**src/rtl/disp_scan.sv**
```systemverilog
// disp_scan: multiplexed 6-digit 7-segment display driver.
// Snapshots the six BCD time digits once per frame and scans them one at a
// time. Each scan slot lasts SCAN_DIV cycles. The first BLANK_CYC cycles of a
// slot keep every anode off to suppress ghosting.
// Optional build macro: DISP_ZERO_BLANK_EN. When it is defined, the hours-tens
// digit is blanked whenever its snapshot value is 0.
module disp_scan #(
    parameter int SCAN_DIV       = 50000,
    parameter int BLANK_CYC      = 4,
    parameter int SEG_ACTIVE_LOW = 1,
    parameter int AN_ACTIVE_LOW  = 1
) (
    input  logic       disp_clock,
    input  logic       reset,
    input  logic [3:0] seg_lsd,
    input  logic [2:0] seg_msd,
    input  logic [3:0] min_lsd,
    input  logic [2:0] min_msd,
    input  logic [3:0] hora_lsd,
    input  logic [2:0] hora_msd,
    output logic [6:0] disp_seg,
    output logic [5:0] disp_an,
    output logic       disp_frame
);

    localparam int            PW        = (SCAN_DIV > 2) ? $clog2(SCAN_DIV) : 1;
    localparam logic [PW-1:0] PS_LAST   = PW'(SCAN_DIV - 1);
    localparam logic [PW-1:0] BLANK_LIM = PW'(BLANK_CYC);
    localparam logic [6:0]    SEG_OFF   = (SEG_ACTIVE_LOW != 0) ? 7'h7F : 7'h00;
    localparam logic [5:0]    AN_OFF    = (AN_ACTIVE_LOW != 0) ? 6'h3F : 6'h00;

    // Active-high segment pattern. Any value above max_val shows a dash.
    function automatic logic [6:0] decode_digit(input logic [3:0] val, input logic [3:0] max_val);
        logic [6:0] pat;
        if (val > max_val) begin
            pat = 7'h40;
        end else begin
            case (val)
                4'd0:    pat = 7'h3F;
                4'd1:    pat = 7'h06;
                4'd2:    pat = 7'h5B;
                4'd3:    pat = 7'h4F;
                4'd4:    pat = 7'h66;
                4'd5:    pat = 7'h6D;
                4'd6:    pat = 7'h7D;
                4'd7:    pat = 7'h07;
                4'd8:    pat = 7'h7F;
                4'd9:    pat = 7'h6F;
                default: pat = 7'h40;
            endcase
        end
        return pat;
    endfunction

    logic [PW-1:0] ps_q, ps_d;
    logic [2:0]    idx_q, idx_d;
    logic          run_q, run_d;
    logic          frame_q, frame_d;
    logic [6:0]    seg_q, seg_d;
    logic [5:0]    an_q, an_d;
    logic [3:0]    sh_seg_lsd_q, sh_seg_lsd_d;
    logic [2:0]    sh_seg_msd_q, sh_seg_msd_d;
    logic [3:0]    sh_min_lsd_q, sh_min_lsd_d;
    logic [2:0]    sh_min_msd_q, sh_min_msd_d;
    logic [3:0]    sh_hora_lsd_q, sh_hora_lsd_d;
    logic [2:0]    sh_hora_msd_q, sh_hora_msd_d;
    logic          tick_s, snap_s;
    logic [3:0]    dig_s, max_s;
    logic [6:0]    act_s, pat_s;
    logic [5:0]    hot_s;

    // Prescaler, digit index and snapshot control (entering index 0 latches inputs).
    always_comb begin
        tick_s = (ps_q == PS_LAST);
        snap_s = tick_s && (idx_q >= 3'd5);
        run_d  = run_q | tick_s;
        if (tick_s) begin
            ps_d  = {PW{1'b0}};
            idx_d = (idx_q >= 3'd5) ? 3'd0 : (idx_q + 3'd1);
        end else begin
            ps_d  = ps_q + PW'(1);
            idx_d = idx_q;
        end
        if (snap_s) begin
            sh_seg_lsd_d  = seg_lsd;
            sh_seg_msd_d  = seg_msd;
            sh_min_lsd_d  = min_lsd;
            sh_min_msd_d  = min_msd;
            sh_hora_lsd_d = hora_lsd;
            sh_hora_msd_d = hora_msd;
        end else begin
            sh_seg_lsd_d  = sh_seg_lsd_q;
            sh_seg_msd_d  = sh_seg_msd_q;
            sh_min_lsd_d  = sh_min_lsd_q;
            sh_min_msd_d  = sh_min_msd_q;
            sh_hora_lsd_d = sh_hora_lsd_q;
            sh_hora_msd_d = sh_hora_msd_q;
        end
        frame_d = snap_s;
    end

    // Select and decode the digit for the slot being entered. The shadow
    // next-state is used, so a frame-start slot shows the value sampled on that edge.
    always_comb begin
        case (idx_d)
            3'd0:    begin dig_s = sh_seg_lsd_d;          max_s = 4'd9; end
            3'd1:    begin dig_s = {1'b0, sh_seg_msd_d};  max_s = 4'd5; end
            3'd2:    begin dig_s = sh_min_lsd_d;          max_s = 4'd9; end
            3'd3:    begin dig_s = {1'b0, sh_min_msd_d};  max_s = 4'd5; end
            3'd4:    begin dig_s = sh_hora_lsd_d;         max_s = 4'd9; end
            3'd5:    begin dig_s = {1'b0, sh_hora_msd_d}; max_s = 4'd5; end
            default: begin dig_s = 4'd15;                 max_s = 4'd9; end
        endcase
        act_s = decode_digit(dig_s, max_s);
        pat_s = (SEG_ACTIVE_LOW != 0) ? ~act_s : act_s;
`ifdef DISP_ZERO_BLANK_EN
        if ((idx_d == 3'd5) && (sh_hora_msd_d == 3'd0)) begin
            pat_s = SEG_OFF;
        end else begin
            pat_s = pat_s;
        end
`endif
    end

    // Next output pins: the pattern is loaded at slot start, and the anode waits out the blanking window.
    always_comb begin
        hot_s = 6'd1 << idx_d;
        if (tick_s) begin
            seg_d = pat_s;
        end else begin
            seg_d = seg_q;
        end
        if (!run_d || (ps_d < BLANK_LIM)) begin
            an_d = AN_OFF;
        end else begin
            an_d = (AN_ACTIVE_LOW != 0) ? ~hot_s : hot_s;
        end
    end

    // State and output registers, cleared asynchronously by reset.
    always_ff @(posedge disp_clock or negedge reset) begin
        if (!reset) begin
            ps_q          <= {PW{1'b0}};
            idx_q         <= 3'd5;
            run_q         <= 1'b0;
            frame_q       <= 1'b0;
            seg_q         <= SEG_OFF;
            an_q          <= AN_OFF;
            sh_seg_lsd_q  <= 4'd0;
            sh_seg_msd_q  <= 3'd0;
            sh_min_lsd_q  <= 4'd0;
            sh_min_msd_q  <= 3'd0;
            sh_hora_lsd_q <= 4'd0;
            sh_hora_msd_q <= 3'd0;
        end else begin
            ps_q          <= ps_d;
            idx_q         <= idx_d;
            run_q         <= run_d;
            frame_q       <= frame_d;
            seg_q         <= seg_d;
            an_q          <= an_d;
            sh_seg_lsd_q  <= sh_seg_lsd_d;
            sh_seg_msd_q  <= sh_seg_msd_d;
            sh_min_lsd_q  <= sh_min_lsd_d;
            sh_min_msd_q  <= sh_min_msd_d;
            sh_hora_lsd_q <= sh_hora_lsd_d;
            sh_hora_msd_q <= sh_hora_msd_d;
        end
    end

    assign disp_seg   = seg_q;
    assign disp_an    = an_q;
    assign disp_frame = frame_q;

endmodule

```
**config.mk**
```make
export PLATFORM = sky130hd
export DESIGN_NAME = disp_scan
export DESIGN_NICKNAME = d
export VERILOG_FILES = /design/src/rtl/disp_scan.sv
export SDC_FILE = /design/constraint.sdc
export NUM_CORES = 1
export LEC_CHECK = 0
export CORE_UTILIZATION = 34
export DETAILED_ROUTE_END_ITERATION = 12
export PLACE_DENSITY_LB_ADDON = 0.2
export SYNTH_ARGS = -nofsm -noshare
export SYNTH_HDL_FRONTEND = slang
export SYNTH_SLANG_ARGS = --single-unit
```
**constraint.sdc**
```tcl
create_clock -name disp_clock -period 10.7 [get_ports disp_clock]
set_input_delay 1.07 -clock disp_clock [delete_from_list [all_inputs] [get_ports disp_clock]]
set_output_delay 1.07 -clock disp_clock [all_outputs]
set_load 0.005 [all_outputs]
```
==> run_results.csv, run 1 <==
group,metric,value,unit
setup_path,endpoint_kind,"register",
setup_path,r2r_cells,15,
logic_synthesis,synth_edf_count,0,
logic_synthesis,netlist_area,2990,um^2
clocking,clk_pin_slew,100,ps
global_route,antenna_found_initial,0,
global_route,overflow,0,
detailed_routing,viasPerCell,5.15,
job,maxCapViolations,0,
setup_path,critPathKind,"register to register",
detailed_routing,drt-initial-drc-count,126,
clocking,cts-root-buf,"clkbuf_8",
clocking,ctsHoldBuffers,0,
detailed_routing,wl_per_cell,14.5,um
timing,final-hold-violation-count,0,
cells_and_area,area_growth_syn_to_layout,17.5,%
logic_synthesis,yosysWarnings,0,
floorplanning,dieHeight,95.8,um
placement,hpwl,4.60,mm
timing,final-setup-viol-count,0,
cells_and_area,final_nets,372,
logic_synthesis,syn_avg_cell_area,9.78,um^2
cells_and_area,drive_above_1_share,12.1,%
floorplanning,initial_core_util,35.7,%
setup_path,worstPathArrival,5010,ps
timing,worstMarginPinSlew,1070,ps
cells_and_area,antennaDiodeCount,0,
power,p_leak,0.00153,uW
clocking,worstSkewPairLatency,310,ps
clocking,cts_buffers,5,
clocking,post-cts-setup-buffers,0,
clocking,cts_resized,0,
global_route,grt_pass1_vias,2277,
power,peakVddDrop,43.5,uV
hold_path,hp-class,"register to register",
floorplanning,dieArea,9180,um^2
clocking,cts_sinks,55,
floorplanning,coreArea,8380,um^2
detailed_routing,wl,6.44,mm
timing,period_share,44.6,%
setup_path,cp-start-kind,"register",
placement,io_buffers,36,
clocking,cts_max_level,2,
timing,totalNegativeSetupSlack,0,ps
detailed_routing,drt_pass1_iterations,5,
detailed_routing,drc,0,
cells_and_area,instances_no_fill,444,
logic_synthesis,syn_nets,340,
timing,maxSlewViolCount,0,
global_route,track_usage,15.8,%
detailed_routing,ant_nets,0,
detailed_routing,dr_total_vias,2287,
setup_path,critPathRequiredTime,10950,ps
timing,relSlewSlack,26.3,%
global_route,grt_max_degree,56,
clocking,max-clock-path-buffers,2,
status,status,"finished, final reports clean",
logic_synthesis,ys_seq_area_share,46.6,%
timing,fin_crit,4770,ps
timing,max_freq,210,MHz
logic_synthesis,async_flop_share,100,%
logic_synthesis,synthFlopType,"dfrtp_1",
clocking,cts_tree,"done",
floorplanning,die_w,95.8,um
logic_synthesis,yosysUniqueCellTypes,56,
floorplanning,num_rows,33,
global_route,grt_pass1_wl,11.2,mm
setup_path,critPathMaxFanout,12,
power,powerDensity,97.6,nW/um^2
placement,dp.cells,436,
hold_path,hold_path_depth,1,
logic_synthesis,synth_seq_cells,55,
timing,skew,13.5,ps
placement,gp_congestion,0.846,
logic_synthesis,syn-instance-count,306,
timing,rsz0062_at_grt,"no",
floorplanning,boundaryPins,37,
==> power by group <==
part	switching (uW)	internal (uW)	total, uW
sequential	0.349	209	210
clock	66.5	52.4	119
combinational	6.55	8.11	14.7
==> area by class of cell <==
| cell class | count | area (um^2) |
|---|---|---|
| Clock buffer | 7 | 86.3 |
| Sequential cell | 55 | 1400 |
| Fill cell | 816 | 4860 |
| Multi-Input combinational cell | 220 | 1460 |
| Inverter | 18 | 70.1 |
| Tap cell | 105 | 131 |
| Timing Repair Buffer | 38 | 370 |
| Clock inverter | 1 | 5.00 |
==> flip-flops by register name, indices dropped and copies added (netlist names) <==
name / flops
ps_q: 16
disp_seg: 7
disp_an: 6
sh_hora_lsd_q: 4
sh_min_lsd_q: 4
sh_seg_lsd_q: 4
idx_q: 3
sh_hora_msd_q: 3
sh_min_msd_q: 3
sh_seg_msd_q: 3
disp_frame: 1
run_q: 1
==> cells by family after synthesis <==
logic type / share of synthesized area (%)
AND/OR/NAND/NOR: 21.4
flip-flops: 46.6
AO/OA/AOI/OAI: 11.5
buffers and inverters: 4.64
multiplexers: 6.94
XOR/XNOR: 4.39
adder cells (fa/ha/maj): 4.60
==> worst max-delay path, cell delays in order (launching register included) <==
cell      delay (ps)
dfrtp_1          380
ha_1             210
and3_1           310
and4_1           510
mux2i_1          940
o22ai_1          170
nor3b_1          380
a211oi_4         130
inv_4            160
ha_1             250
a21o_1           160
a21oi_1          130
a31oi_1           60
nor3_1           590
o21ai_0          190
o211a_1          160
==> stage by stage <==
step	total power [uW]	utilization, %	hold slack (ps)	setup slack, ps	cell area (um^2)
final	343	42.0	462	5930	3520
after detailed placement	229	40.9	455	5910	3430
after CTS	349	42.0	468	5900	3520
after global routing	356	42.0	492	5460	3520
after floorplan	215	-	425	6860	2990
after global placement	229	40.9	436	6110	3430
==> cell usage after synthesis (2+ instances only) <==
library cell,number,share of area (%)
a211oi_1,4,1.0
a21oi_1,7,1.2
a22o_1,2,0.59
a31oi_1,3,0.63
and2_1,4,0.84
and3_1,4,0.84
and4_1,3,0.88
buf_2,3,0.50
buf_6,2,0.75
clkbuf_1,6,0.75
dfrtp_1,40,33
dfstp_2,15,13
ha_1,11,4.6
inv_1,17,2.1
mux2_2,2,0.75
mux2_4,3,1.5
mux2i_1,14,4.7
nand2_1,54,6.8
nand2b_1,3,0.63
nand3_1,9,1.5
nand4_1,4,0.84
nand4b_1,2,0.59
nor2_1,24,3.0
nor3_1,2,0.33
nor3b_1,2,0.50
o211a_1,2,0.67
o21ai_0,10,1.7
o22a_1,2,0.59
o22ai_1,8,1.7
or2_2,3,0.63
or3_1,3,0.63
xnor2_1,9,2.6
xor2_1,6,1.8
==> metal layers <==
layer | GRT usage, % | vias to the layer above | part of all wire [%]
met1 | 21.7 | 1105 | 48
met3 | 3.24 | 8 | 4.7
li1 | - | 1116 | -
met2 | 24.5 | 58 | 46
met4 | 5.72 | 0 | 0.99
met5 | 0 | - | 0
==> layout by cell type (no fill, tap or decap), drive strengths merged, types with 7 or more instances in the layout <==
| master | n |
|---|---|
| a21oi | 7 |
| clkbuf | 7 |
| clkdlybuf4s50 | 35 |
| dfrtp | 40 |
| dfstp | 15 |
| ha | 11 |
| inv | 18 |
| mux2i | 14 |
| nand2 | 55 |
| nand3 | 9 |
| nor2 | 24 |
| o21ai | 10 |
| o22ai | 8 |
| xnor2 | 9 |
==> worst paths after layout <==
kind / endpoint / from / slack [ps]
hold reg to reg: ps_q[0]$_DFF_PN0_ / ps_q[0]$_DFF_PN0_ / 460
setup / recovery: disp_seg[1]$_DFFE_PN1N_ / ps_q[0]$_DFF_PN0_ / 5930
min in group asynchronous: sh_min_msd_q[1]$_DFF_PN0_ / reset / 900
setup reg to reg: disp_seg[1]$_DFFE_PN1N_ / ps_q[0]$_DFF_PN0_ / 5930
max in group asynchronous: ps_q[14]$_DFF_PN0_ / reset / 9350
hold / removal: ps_q[0]$_DFF_PN0_ / ps_q[0]$_DFF_PN0_ / 460
Power figures use the tool's default switching activity.
==> inputs of run 2 (changes only) <==
- clock period: 10.7 -> 4.7 ns (I/O delays scaled with it)
==> run 2 against run 1 <==
Routed wire length is 0.70% lower. Register-to-register slack worse by 5500 ps. Power grew 120%. Clock power grew 120%. Critical path depth grew 1. Flip-flop and latch count unchanged. Final cell count increased by 1.8%. Via count increased by 0.13%. Largest power group unchanged. Fmax rose by 12%. Sequential power up 130%.
==> run_results.csv, run 2 (synthesis results as in run 1) <==
group,metric,value,unit
detailed_routing,ant_nets,0,
clocking,worstSkewPairLatency,310,ps
clocking,cts_buffers,5,
cells_and_area,largest_reg_flops,16,
floorplanning,boundaryPins,37,
cells_and_area,final_nets,380,
cells_and_area,drive_above_1_share,14.1,%
setup_path,cp-start-kind,"register",
floorplanning,dieHeight,95.8,um
cells_and_area,fillers,801,
floorplanning,coreArea,8380,um^2
setup_path,critPathKind,"register to register",
detailed_routing,wl_per_cell,14.2,um
placement,gp_congestion,0.860,
clocking,post-cts-setup-buffers,0,
setup_path,critPathRequiredTime,4940,ps
timing,relSlewSlack,53.6,%
cells_and_area,final_area,3570,um^2
floorplanning,die_w,95.8,um
detailed_routing,top_layer,"met4",
timing,worstMarginPinSlew,696,ps
clocking,cts-root-buf,"clkbuf_8",
clocking,ctsHoldBuffers,0,
placement,pre_cts_ws,475,ps
floorplanning,dieArea,9180,um^2
power,peakVddDrop,113,uV
timing,skew,9.49,ps
floorplanning,initial_core_util,35.7,%
hold_path,hp-class,"input pin to asynchronous set/reset pin",
timing,fin_crit,4260,ps
setup_path,cp_slowest_cell,"and4_1",
clocking,cts_resized,0,
cells_and_area,final_common_cell,"nand2_1",
placement,io_buffers,36,
power,p_int,600,uW
global_route,antenna_found_initial,0,
power,combPwrFrac,4.3,%
timing,final-setup-viol-count,0,
timing,maxSlewViolCount,0,
floorplanning,num_rows,33,
clocking,cts_max_level,2,
power,switchingPower,167,uW
power,power.share.sequential,62.3,%
setup_path,cp_top_family,"simple AND/OR/NAND/NOR gates",
power,powerDensity,215,nW/um^2
setup_path,crit_path_max_incr_delay,550,ps
detailed_routing,drc,0,
global_route,grt_pass1_vias,2301,
setup_path,crit_chain,"ha_1 > and3_1 > and4_1 > nand2_4 > mux2_4 > a22o_1 > a211oi_4 > inv_4 > ha_1 > a21o_1 > a21oi_1 > a31oi_1 > nor2_1 > nand2_1 > nor3_2 > a211oi_1",
timing,holdWs,298,ps
setup_path,crit_path_frequent_cell,"ha_1",
detailed_routing,m1WireLength,3.17,mm
setup_path,endpoint_kind,"register",
cells_and_area,antennaDiodeCount,0,
status,status,"finished, final reports clean",
power,switching_share,21.8,%
detailed_routing,viasPerCell,5.07,
detailed_routing,drt_pass1_iterations,4,
cells_and_area,layout_common_cells,"nand2_1 (54), dfrtp_1 (40), clkdlybuf4s50_1 (35)",
global_route,overflow,0,
setup_path,worstPathArrival,4490,ps
clocking,max-clock-path-buffers,2,
timing,totalNegativeSetupSlack,0,ps
clocking,clk_pin_slew,100,ps
detailed_routing,route.met2.wl,3.02,mm
power,p_leak,0.00156,uW
timing,period_share,90.6,%
timing,max_freq,235,MHz
clocking,cts_tree,"done",
placement,postPlaceCellArea,3490,um^2
detailed_routing,dr_total_vias,2290,
global_route,grt_max_degree,56,
setup_path,crit_buf_inv,1,
detailed_routing,wl_met3,152,um
clocking,cts_sinks,55,
detailed_routing,drt-initial-drc-count,84,
placement,hpwl,4.77,mm
global_route,track_usage,15.7,%
timing,fin_ws,444,ps
setup_path,critPathMaxFanout,13,
global_route,grt_pass1_wl,11.2,mm
cells_and_area,area_growth_syn_to_layout,19.3,%
power,p_clk_share,33.4,%
cells_and_area,largest_register,"ps_q",
job,maxCapViolations,0,
timing,final-hold-violation-count,0,
timing,rsz0062_at_grt,"no",
detailed_routing,wl,6.40,mm
==> run 2: power by group through the flow <==
stage               Clock [uW]  Sequential, uW  Combinational, uW
floorplan                    0             486               4.00
global placement             0             486               34.3
finish                     256             478               32.9
global route               284             478               37.0
detailed placement           0             486               34.2
CTS                        268             478               34.2
==> run 2: per-stage QoR <==
stage	utilization [%]	power [uW]	instances
6_report	42.6	766	452
5_1_grt	42.6	799	452
4_1_cts	42.6	780	452
3_5_place_dp	41.6	521	444
3_3_place_gp	41.6	521	444
2_1_floorplan	-	490	306
==> run 2: final timing paths <==
check                                        from                   endpoint  slack, ps  cells after the start
worst max-delay path            ps_q[0]$_DFF_PN0_    disp_seg[3]$_DFFE_PN1N_        440                     16
worst min-delay path                        reset  sh_seg_msd_q[1]$_DFF_PN0_        300                      2
worst max register to register  ps_q[0]$_DFF_PN0_    disp_seg[3]$_DFFE_PN1N_        440                     16
worst min register to register  ps_q[0]$_DFF_PN0_          ps_q[0]$_DFF_PN0_        470                      1
max in group asynchronous                   reset          ps_q[0]$_DFF_PN0_       3960                      2
min in group disp_clock         ps_q[0]$_DFF_PN0_          ps_q[0]$_DFF_PN0_        470                      1
==> run 2: metal layers <==
metal	GRT usage, %	vias to the layer above
li1	-	1137
met2	25.8	42
met3	2.21	4
met5	0	-
met4	2.99	0
met1	22.1	1107
==> run 2: final cells by class <==
class                   instances  area [um^2]  share of cell area [%]
multi-input cells             220         1460                    40.9
flip-flops and latches         55         1400                    39.1
repair buffers                 46          430                    12.1
well taps                     105          131                    3.68
clock buffers                   6         72.6                    2.03
inverters                      18         70.1                    1.96
clock inverters                 2         12.5                   0.350
